[config.mk]
export PLATFORM = sky130hd
export DESIGN_NAME = uart_rx_param
export DESIGN_NICKNAME = d
export VERILOG_FILES = /design/src/rtl/uart_rx_param.sv
export SDC_FILE = /design/constraint.sdc
export NUM_CORES = 1
export LEC_CHECK = 0
export CAP_MARGIN = 40
export CORE_ASPECT_RATIO = 2
export CORE_MARGIN = 5
export CORE_UTILIZATION = 35
export DETAILED_ROUTE_END_ITERATION = 7
export GPL_ROUTABILITY_DRIVEN = 0
export SLEW_MARGIN = 30
export SYNTH_ARGS = -nofsm -noshare
export SYNTH_HDL_FRONTEND = slang
export SYNTH_SLANG_ARGS = --single-unit
[constraint.sdc]
create_clock -name clk -period 4.4 [get_ports clk]
set_clock_uncertainty 0.15 [all_clocks]
set_input_delay 0.44 -clock clk [delete_from_list [all_inputs] [get_ports clk]]
set_output_delay 0.44 -clock clk [all_outputs]
set_load 0.05 [all_outputs]
[src/rtl/uart_rx_param.sv]
`timescale 1ns/1ps
// -----------------------------------------------------------------------------
// uart_rx_param
//
// Parametrised UART receiver: DATA_BITS (5..8) data bits, optional odd/even
// parity, 1 or 2 stop bits. 16x oversampling with a 3-sample majority vote
// (samples 7, 8, 9 of each bit), glitch-rejected start detection, and
// frame/parity error pulses.
//
// Optional build macro: UART_RX_FIFO_EN
//   defined   -> FIFO_DEPTH-entry receive FIFO behind the frame decoder,
//                popped with rx_rd; overrun is sticky on a dropped word.
//   undefined -> rx_data holds the last word, rx_empty pulses low for one
//                cycle per word; rx_rd ignored, rx_full/overrun tied low.
//
// Ports
//   clk         system clock
//   rst         asynchronous active-low reset
//   rx          serial line, idle high, asynchronous to clk
//   rx_rd       pop request (FIFO build only)
//   rx_data     received word, LSB aligned, unused MSBs zero
//   rx_empty    low while rx_data holds an unread word
//   rx_full     FIFO full
//   overrun     sticky, a word was dropped
//   frame_err   one-cycle pulse on a bad stop bit
//   parity_err  one-cycle pulse on a parity mismatch
// -----------------------------------------------------------------------------
module uart_rx_param #(
    parameter int CLK_HZ     = 100_000_000,
    parameter int BAUD       = 9600,
    parameter int DATA_BITS  = 8,
    parameter int PARITY     = 0,
    parameter int STOP_BITS  = 1,
    parameter int FIFO_DEPTH = 4
) (
    input  logic       clk,
    input  logic       rst,
    input  logic       rx,
    input  logic       rx_rd,
    output logic [7:0] rx_data,
    output logic       rx_empty,
    output logic       rx_full,
    output logic       overrun,
    output logic       frame_err,
    output logic       parity_err
);

    localparam int DIV = CLK_HZ / (BAUD * 16);
    localparam int CW  = (DIV > 1) ? $clog2(DIV) : 1;
    localparam logic [CW-1:0] TICK_LAST = CW'(DIV - 1);
    localparam logic [2:0]    BIT_LAST  = 3'(DATA_BITS - 1);
    localparam logic          STOP_LAST = 1'(STOP_BITS - 1);
    localparam logic          PAR_ODD   = 1'(PARITY == 1);

    localparam logic [2:0] S_IDLE  = 3'd0;
    localparam logic [2:0] S_START = 3'd1;
    localparam logic [2:0] S_DATA  = 3'd2;
    localparam logic [2:0] S_PAR   = 3'd3;
    localparam logic [2:0] S_STOP  = 3'd4;
    localparam logic [2:0] S_DONE  = 3'd5;

    logic          rx_s1_q, rx_s2_q, rx_prev_q;
    logic [2:0]    state_q, state_d;
    logic [CW-1:0] tick_cnt_q, tick_cnt_d;
    logic [3:0]    samp_q, samp_d;
    logic          v7_q, v7_d, v8_q, v8_d;
    logic [2:0]    bit_cnt_q, bit_cnt_d;
    logic          stop_cnt_q, stop_cnt_d;
    logic [7:0]    shift_q, shift_d;
    logic          par_bad_q, par_bad_d;
    logic          frm_bad_q, frm_bad_d;
    logic          frame_err_q, parity_err_q;

    logic fall, tick, vote_now, bit_end, vote, done, done_ok;

    // Both synchroniser flops and the edge-detect history reset to idle-high
    // so release of reset on an idle line never looks like a start edge.
    always_ff @(posedge clk or negedge rst) begin
        if (!rst) begin
            rx_s1_q   <= 1'b1;
            rx_s2_q   <= 1'b1;
            rx_prev_q <= 1'b1;
        end else begin
            rx_s1_q   <= rx;
            rx_s2_q   <= rx_s1_q;
            rx_prev_q <= rx_s2_q;
        end
    end

    assign fall     = rx_prev_q & ~rx_s2_q;
    assign tick     = (state_q != S_IDLE) && (tick_cnt_q == TICK_LAST);
    assign vote_now = tick && (samp_q == 4'd9);
    assign bit_end  = tick && (samp_q == 4'd15);
    // Samples 7 and 8 are held in v7/v8; sample 9 is the live synchronised bit.
    assign vote     = (v7_q & v8_q) | (v7_q & rx_s2_q) | (v8_q & rx_s2_q);
    assign done     = (state_q == S_DONE);
    assign done_ok  = done & ~frm_bad_q;

    always_comb begin
        state_d    = state_q;
        tick_cnt_d = tick_cnt_q;
        samp_d     = samp_q;
        v7_d       = v7_q;
        v8_d       = v8_q;
        bit_cnt_d  = bit_cnt_q;
        stop_cnt_d = stop_cnt_q;
        shift_d    = shift_q;
        par_bad_d  = par_bad_q;
        frm_bad_d  = frm_bad_q;

        if (state_q != S_IDLE) begin
            tick_cnt_d = tick ? '0 : tick_cnt_q + 1'b1;
        end
        if (tick) begin
            samp_d = samp_q + 4'd1;
            if (samp_q == 4'd7) v7_d = rx_s2_q;
            if (samp_q == 4'd8) v8_d = rx_s2_q;
        end

        case (state_q)
            S_IDLE: begin
                if (fall) begin
                    state_d    = S_START;
                    tick_cnt_d = '0;
                    samp_d     = '0;
                    bit_cnt_d  = '0;
                    stop_cnt_d = 1'b0;
                    shift_d    = '0;
                    par_bad_d  = 1'b0;
                    frm_bad_d  = 1'b0;
                end
            end
            S_START: begin
                // A start bit that votes high was only a glitch.
                if (vote_now && vote) state_d = S_IDLE;
                else if (bit_end)     state_d = S_DATA;
            end
            S_DATA: begin
                if (vote_now) begin
                    // LSB first: shift right, new bit enters at the top data
                    // position, so the bits above DATA_BITS-1 stay zero.
                    shift_d                = {1'b0, shift_q[7:1]};
                    shift_d[DATA_BITS-1]   = vote;
                end
                if (bit_end) begin
                    if (bit_cnt_q == BIT_LAST) state_d = (PARITY != 0) ? S_PAR : S_STOP;
                    else                       bit_cnt_d = bit_cnt_q + 3'd1;
                end
            end
            S_PAR: begin
                if (vote_now) par_bad_d = ((^shift_q) ^ vote) != PAR_ODD;
                if (bit_end)  state_d   = S_STOP;
            end
            S_STOP: begin
                // Leave right after the last stop vote so a following start
                // edge is caught even with no idle time between frames.
                if (vote_now) begin
                    if (!vote) frm_bad_d = 1'b1;
                    if (stop_cnt_q == STOP_LAST) state_d = S_DONE;
                end
                if (bit_end) stop_cnt_d = stop_cnt_q + 1'b1;
            end
            S_DONE:  state_d = S_IDLE;
            default: state_d = S_IDLE;
        endcase
    end

    always_ff @(posedge clk or negedge rst) begin
        if (!rst) begin
            state_q      <= S_IDLE;
            tick_cnt_q   <= '0;
            samp_q       <= '0;
            v7_q         <= 1'b1;
            v8_q         <= 1'b1;
            bit_cnt_q    <= '0;
            stop_cnt_q   <= 1'b0;
            shift_q      <= '0;
            par_bad_q    <= 1'b0;
            frm_bad_q    <= 1'b0;
            frame_err_q  <= 1'b0;
            parity_err_q <= 1'b0;
        end else begin
            state_q      <= state_d;
            tick_cnt_q   <= tick_cnt_d;
            samp_q       <= samp_d;
            v7_q         <= v7_d;
            v8_q         <= v8_d;
            bit_cnt_q    <= bit_cnt_d;
            stop_cnt_q   <= stop_cnt_d;
            shift_q      <= shift_d;
            par_bad_q    <= par_bad_d;
            frm_bad_q    <= frm_bad_d;
            frame_err_q  <= done & frm_bad_q;
            parity_err_q <= done_ok & par_bad_q;
        end
    end

    assign frame_err  = frame_err_q;
    assign parity_err = parity_err_q;

`ifdef UART_RX_FIFO_EN
    localparam int AW = (FIFO_DEPTH > 1) ? $clog2(FIFO_DEPTH) : 1;

    logic [7:0] mem_q [FIFO_DEPTH];
    logic [AW:0] wr_q, rd_q, count;
    logic        fifo_full, fifo_empty, pop, push;
    logic        overrun_q;

    // Pointers carry one extra wrap bit so full and empty are distinguishable.
    assign count      = wr_q - rd_q;
    assign fifo_full  = (count == (AW+1)'(FIFO_DEPTH));
    assign fifo_empty = (count == '0);
    assign pop        = rx_rd & ~fifo_empty;
    assign push       = done_ok & (~fifo_full | pop);

    always_ff @(posedge clk or negedge rst) begin
        if (!rst) begin
            for (int i = 0; i < FIFO_DEPTH; i++) mem_q[i] <= '0;
            wr_q      <= '0;
            rd_q      <= '0;
            overrun_q <= 1'b0;
        end else begin
            if (push) begin
                mem_q[wr_q[AW-1:0]] <= shift_q;
                wr_q                <= wr_q + 1'b1;
            end
            if (pop) rd_q <= rd_q + 1'b1;
            if (done_ok && fifo_full && !pop) overrun_q <= 1'b1;
        end
    end

    assign rx_data  = mem_q[rd_q[AW-1:0]];
    assign rx_empty = fifo_empty;
    assign rx_full  = fifo_full;
    assign overrun  = overrun_q;
`else
    logic [7:0] rx_data_q;
    logic       rx_empty_q;
    logic       unused_cfg;

    always_ff @(posedge clk or negedge rst) begin
        if (!rst) begin
            rx_data_q  <= '0;
            rx_empty_q <= 1'b1;
        end else begin
            if (done_ok) rx_data_q <= shift_q;
            rx_empty_q <= ~done_ok;
        end
    end

    assign rx_data    = rx_data_q;
    assign rx_empty   = rx_empty_q;
    assign rx_full    = 1'b0;
    assign overrun    = 1'b0;
    assign unused_cfg = ^{rx_rd, 32'(FIFO_DEPTH)};
`endif

endmodule

## After elaboration in Yosys (flattened, before gate mapping)

Cells that the tools add are included.
Widths: inputs -> output; s select.

| word-level totals | value |
|---|---|
| register bits after elaboration | 47 |
| input port bits | 4 |
| output and inout port bits | 13 |
| word-level logic and storage cells | 106 |

| operators by class | value |
|---|---|
| add/subtract/negate cells | 4 |
| equal/unequal tests | 23 |
| muxes and demuxes | 31 |
| bitwise logic cells | 13 |
| reductions and logical operators | 18 |

Operator list:

| cell | count |
|---|---|
| $mux 10 | 4 |
| $mux 3 | 11 |
| $ne 2x2->1 const B | 11 |
| $mux 8 | 2 |
| $pmux 8 s2 | 1 |
| $pmux 3 s5 | 1 |
| $eq 4x4->1 const B | 3 |
| $mux 4 | 3 |
| $add 10x1->10 const B | 1 |
| $eq 10x10->1 const B | 1 |
| $eq 3x3->1 const B | 3 |
| $reduce_and 3->1 | 3 |
| $reduce_and 4->1 | 2 |
| $reduce_xor 8->1 | 1 |
| $and 1x1->1 | 7 |
| $reduce_and 7->1 | 1 |
| $eq 3x2->1 const B | 2 |
| $pmux 1 s2 | 3 |
| $pmux 3 s2 | 1 |
| $reduce_bool 2->1 | 3 |
| $mux 1 | 5 |
| $add 4x1->4 const B | 1 |
| $eq 4x3->1 const B | 1 |
| $logic_and 1x1->1 | 4 |
| other kinds (10) | 14 |

## Longest topological paths before layout

| logic depth | value |
|---|---|
| word-level depth | 6 |
| mapped depth | 7 |
| gate-level depth less buffers | 6 |

## Worst setup path after synthesis

No wires, ideal clock.

| timing | value |
|---|---|
| path kind | register -> register |
| start | register state_q[0] |
| end | register shift_q[1] |
| arrival time | 1.744 ns |
| data required time | 4.125 ns |
| slack | 2.381 ns |
| stages on the path, launching flop included | 5 |
| buffers on the path | 1 |
| path through | dfrtp_1 > buf_2 > or3b_2 > nor3_4 > mux2_2 |

| between the ends | value |
|---|---|
| longest elaborated chain between the ends | 5 |

RTL lines:

| item | line | text |
|---|---|---|
| from (decl) | 63 | `logic [2:0] state_q, state_d;` |
| from (signal assigned) | 183 | `state_q <= state_d;` |
| $reduce_bool 3->1 | 91 | `assign tick = (state_q != S_IDLE) && (tick_cnt_q == TICK_LAST);` |
| $logic_and 1x1->1 | 91 |  |
| $logic_and 1x1->1 | 92 | `assign vote_now = tick && (samp_q == 4'd9);` |
| $ne 2x2->1 (no source line) | - |  |
| $reduce_and 3->1 (no source line) | - |  |
| to (signal assigned) | 190 | `shift_q <= shift_d;` |
| to (decl) | 69 | `logic [7:0] shift_q, shift_d;` |

Several ways; a longest one is shown, not always the timed one.
A chain may end at the register's enable or synchronous reset.

## Final worst setup path

| timing | value |
|---|---|
| start | register tick_cnt_q[5] |
| end | register shift_q[1] |

| between the ends | value |
|---|---|
| longest elaborated chain between the ends | 5 |

RTL lines:

| item | line | text |
|---|---|---|
| from (decl) | 64 | `logic [CW-1:0] tick_cnt_q, tick_cnt_d;` |
| from (signal assigned) | 184 | `tick_cnt_q <= tick_cnt_d;` |
| $eq 10x10->1 | 91 |  |
| $logic_and 1x1->1 | 91 |  |
| $logic_and 1x1->1 | 92 |  |
| $ne 2x2->1 (no source line) | - |  |
| $reduce_and 3->1 (no source line) | - |  |

No other way between the ends.

==> metrics.yaml <==
run_status:
  outcome: "complete, no violations"
cells_and_area:
  final_cells: 321
  layout-drive-gt1-share_pct: 16.7
  diodes: 0
  layout_common_cells: "41 x dfrtp_1, 20 x nor2_1, 16 x nand2_1"
  register_area_mm2: 0.00118
  final_nets: 243
  fin_util_pct: 41.5
  multiInputGateArea_mm2: 0.00112
  final_common_cell: "dfrtp_1"
  area_delta_synth_final_pct: 15.6
  nFillCells: 678
floorplan:
  die_w_um: 68.3
  core_mm2: 0.00662
  row_count: 42
  fp.dieArea_mm2: 0.00865
  start_util_pct: 35.9
  dieHeight_um: 127
  ios: 17
clocking:
  cts_hold_buf: 0
  numCtsBuffers: 5
  cts-root-buf: "clkbuf_16"
  clockBufferDepth: 2
  htree_levels: 2
  cts_tree: "yes"
  cts.sinks: 47
  clock_latency_ps: 290
  cts-resized-gates: 0
  post_cts_buffers: 0
  clk_pin_slew_ps: 60
global_routing:
  overflow: 0
  antenna_found_initial: 0
  grt_pass1_vias: 1714
  grtUsageTotal_pct: 12.9
  grt_max_degree: 48
  grt_pass1_wl_um: 8270
routing:
  drt-initial-drc-count: 38
  drc_errors: 0
  ant_nets: 0
  vias: 1602
  drtPass1Iterations: 4
  wire_per_inst_um: 14.7
  drt_wl_total_um: 4710
  vias_per_cell: 4.99
synth:
  ys_seq_area_share_pct: 49.7
  netlist_area_mm2: 0.00238
  syn_area_per_cell_um2: 11.0
  ys_warn_count: 0
  async_flop_share_pct: 100
  synth-main-ff-cell: "dfrtp_1"
  synth-seq-cells: 47
  netlist_instances: 216
  yosysUniqueCellTypes: 47
  synth_edf_count: 0
sta:
  tightest_slew_ps: 608
  tns_ps: 0
  finalCriticalPeriod_ps: 2400
  max_slew_margin_pct: 59.1
  min_period_over_period_pct: 54.6
  fmax_mhz: 417
  holdWs_ps: 76.6
  setup_viol: 0
  finalHoldViolations: 0
  rsz0062_at_grt: "false"
  maxSlewViolCount: 0
setup_path:
  rr_worst_depth: 4
  required_ps: 4430
  end_kind: "flip-flop"
  critPathLaunch: "tick_cnt_q[5]$_DFF_PN0_"
  crit_end: "shift_q[1]$_DFFE_PN0P_"
  critical_path_depth: 4
  slowest_delay_ps: 510
  crit_buf_inv: 0
  cp_max_fo: 13
  r2r-start: "tick_cnt_q[5]$_DFF_PN0_"
  rrSetupSlack_ps: 2000
  worstPathCellList: "nor4b_4, nand3_4, nor3_4, mux2_2"
  start_kind: "flip-flop"
  path_class: "flip-flop to flip-flop"
  worst_ep_arrival_time_ps: 2430
  slowest_stage: "nor4b_4"
  critPathTopFamily: "simple AND/OR/NAND/NOR gates"
  r2r-end: "shift_q[1]$_DFFE_PN0P_"
power_and_ir_drop:
  p_switching_w: 0.000285
  power_density_mw_per_mm2: 372
  peakVddDrop_mv: 0.309
  sequentialPowerShare_pct: 49.6
  p_int_w: 0.000739
  power_switching_share_pct: 27.9
  finalPower_w: 0.00102
  leakage_nw: 1.22
  pwr-share-comb_pct: 12.0
  p_clk_share_pct: 38.4
placement:
  dp_cells: 313
  dp.final_hpwl_um: 3420
  place.port_buffers: 13
worst_hold_path:
  hold_class: "input pin to async pin"
flow_run:
  cap_viol_max_count: 0
how the worst min path moves through the flow:
stage | start | to | slack, ps | cells after the start
after CTS | rst | bit_cnt_q[2]$_DFFE_PN0P_ | 110 | 2
after global placement | rx_s1_q$_DFF_PN1_ | rx_s2_q$_DFF_PN1_ | 200 | 0
after floorplan | rst | bit_cnt_q[0]$_DFFE_PN0P_ | -6 | 0
after global routing | rst | bit_cnt_q[2]$_DFFE_PN0P_ | 140 | 2
final | rst | bit_cnt_q[2]$_DFFE_PN0P_ | 80 | 2
after detailed placement | rx_s1_q$_DFF_PN1_ | rx_s2_q$_DFF_PN1_ | 200 | 0
cell families after synthesis:
group / count (synthesis) / synth area share, %
other: 1 / 0.158
xor gates and xnor gates: 16 / 6.47
muxes: 21 / 9.57
and+or+nand+nor: 79 / 18.8
DFF: 47 / 49.7
adders and majority gates: 7 / 3.68
AOI/OAI and AO/OA: 27 / 8.36
buffers and inverters: 18 / 3.21
registers in the layout (all words and copies together), names as in the netlist, 3 cells and up:
signal      cells
tick_cnt_q     10
rx_data         8
shift_q         8
samp_q          4
bit_cnt_q       3
state_q         3
power groups by stage:
stage	Clock, W	Combinational, W	Sequential (W)
5_1_grt	0.000425	0.000138	0.000515
3_3_place_gp	0	0.000121	0.000514
2_1_floorplan	0	0.0000978	0.000502
4_1_cts	0.000408	0.000124	0.000508
6_report	0.000393	0.000122	0.000508
3_5_place_dp	0	0.000123	0.000516
worst register-to-register path, cell delays in order, from the launching register on:
cell and delay (ps):
dfrtp_1 470, nor4b_4 510, nand3_4 260, nor3_4 510, mux2_2 390
cells in the mapped netlist, drive strengths merged (2+ instances only):
master	n	area share, %
nand2	16	2.5
nor2b	3	0.79
and3	4	1.1
buf	3	0.84
and2	3	0.79
nand3b	3	0.95
inv	12	1.9
mux2	14	6.6
nand3	7	2.0
ha	7	3.7
a21o	2	0.63
mux2i	7	2.9
nor3	7	1.9
a32o	2	0.84
dfstp	6	6.6
nand4	4	1.1
a31o	3	1.1
dfrtp	41	43
or3	2	0.53
xnor2	11	4.0
nor4b	3	1.7
a21oi	3	0.63
clkbuf	3	0.47
a22o	4	1.5
xor2	4	1.5
nor2	21	3.4
o21ai	6	1.3
through the flow:
stage          setup WS, ps  area [um^2]
2_1_floorplan          2380         2380
3_3_place_gp           2030         2590
3_5_place_dp           1990         2590
4_1_cts                1990         2750
5_1_grt                1870         2750
6_report               2000         2750
area by class of cell:
| class | instances | share of cell area, % |
|---|---|---|
| flip-flops and latches | 47 | 43.0 |
| multi-input cells | 152 | 40.9 |
| clock buffers | 6 | 5.05 |
| repair buffers | 14 | 4.82 |
| well taps | 88 | 4.00 |
| inverters | 12 | 1.64 |
| clock inverters | 2 | 0.591 |
metal layers:
metal	vias up	GRT usage [%]	wire, um
met1	786	14.0	1800
met2	26	22.0	2630
met3	9	3.19	128
met4	0	7.50	155
li1	781	-	-
met5	-	0	0
Note: power is estimated with default switching activity, not from simulation.
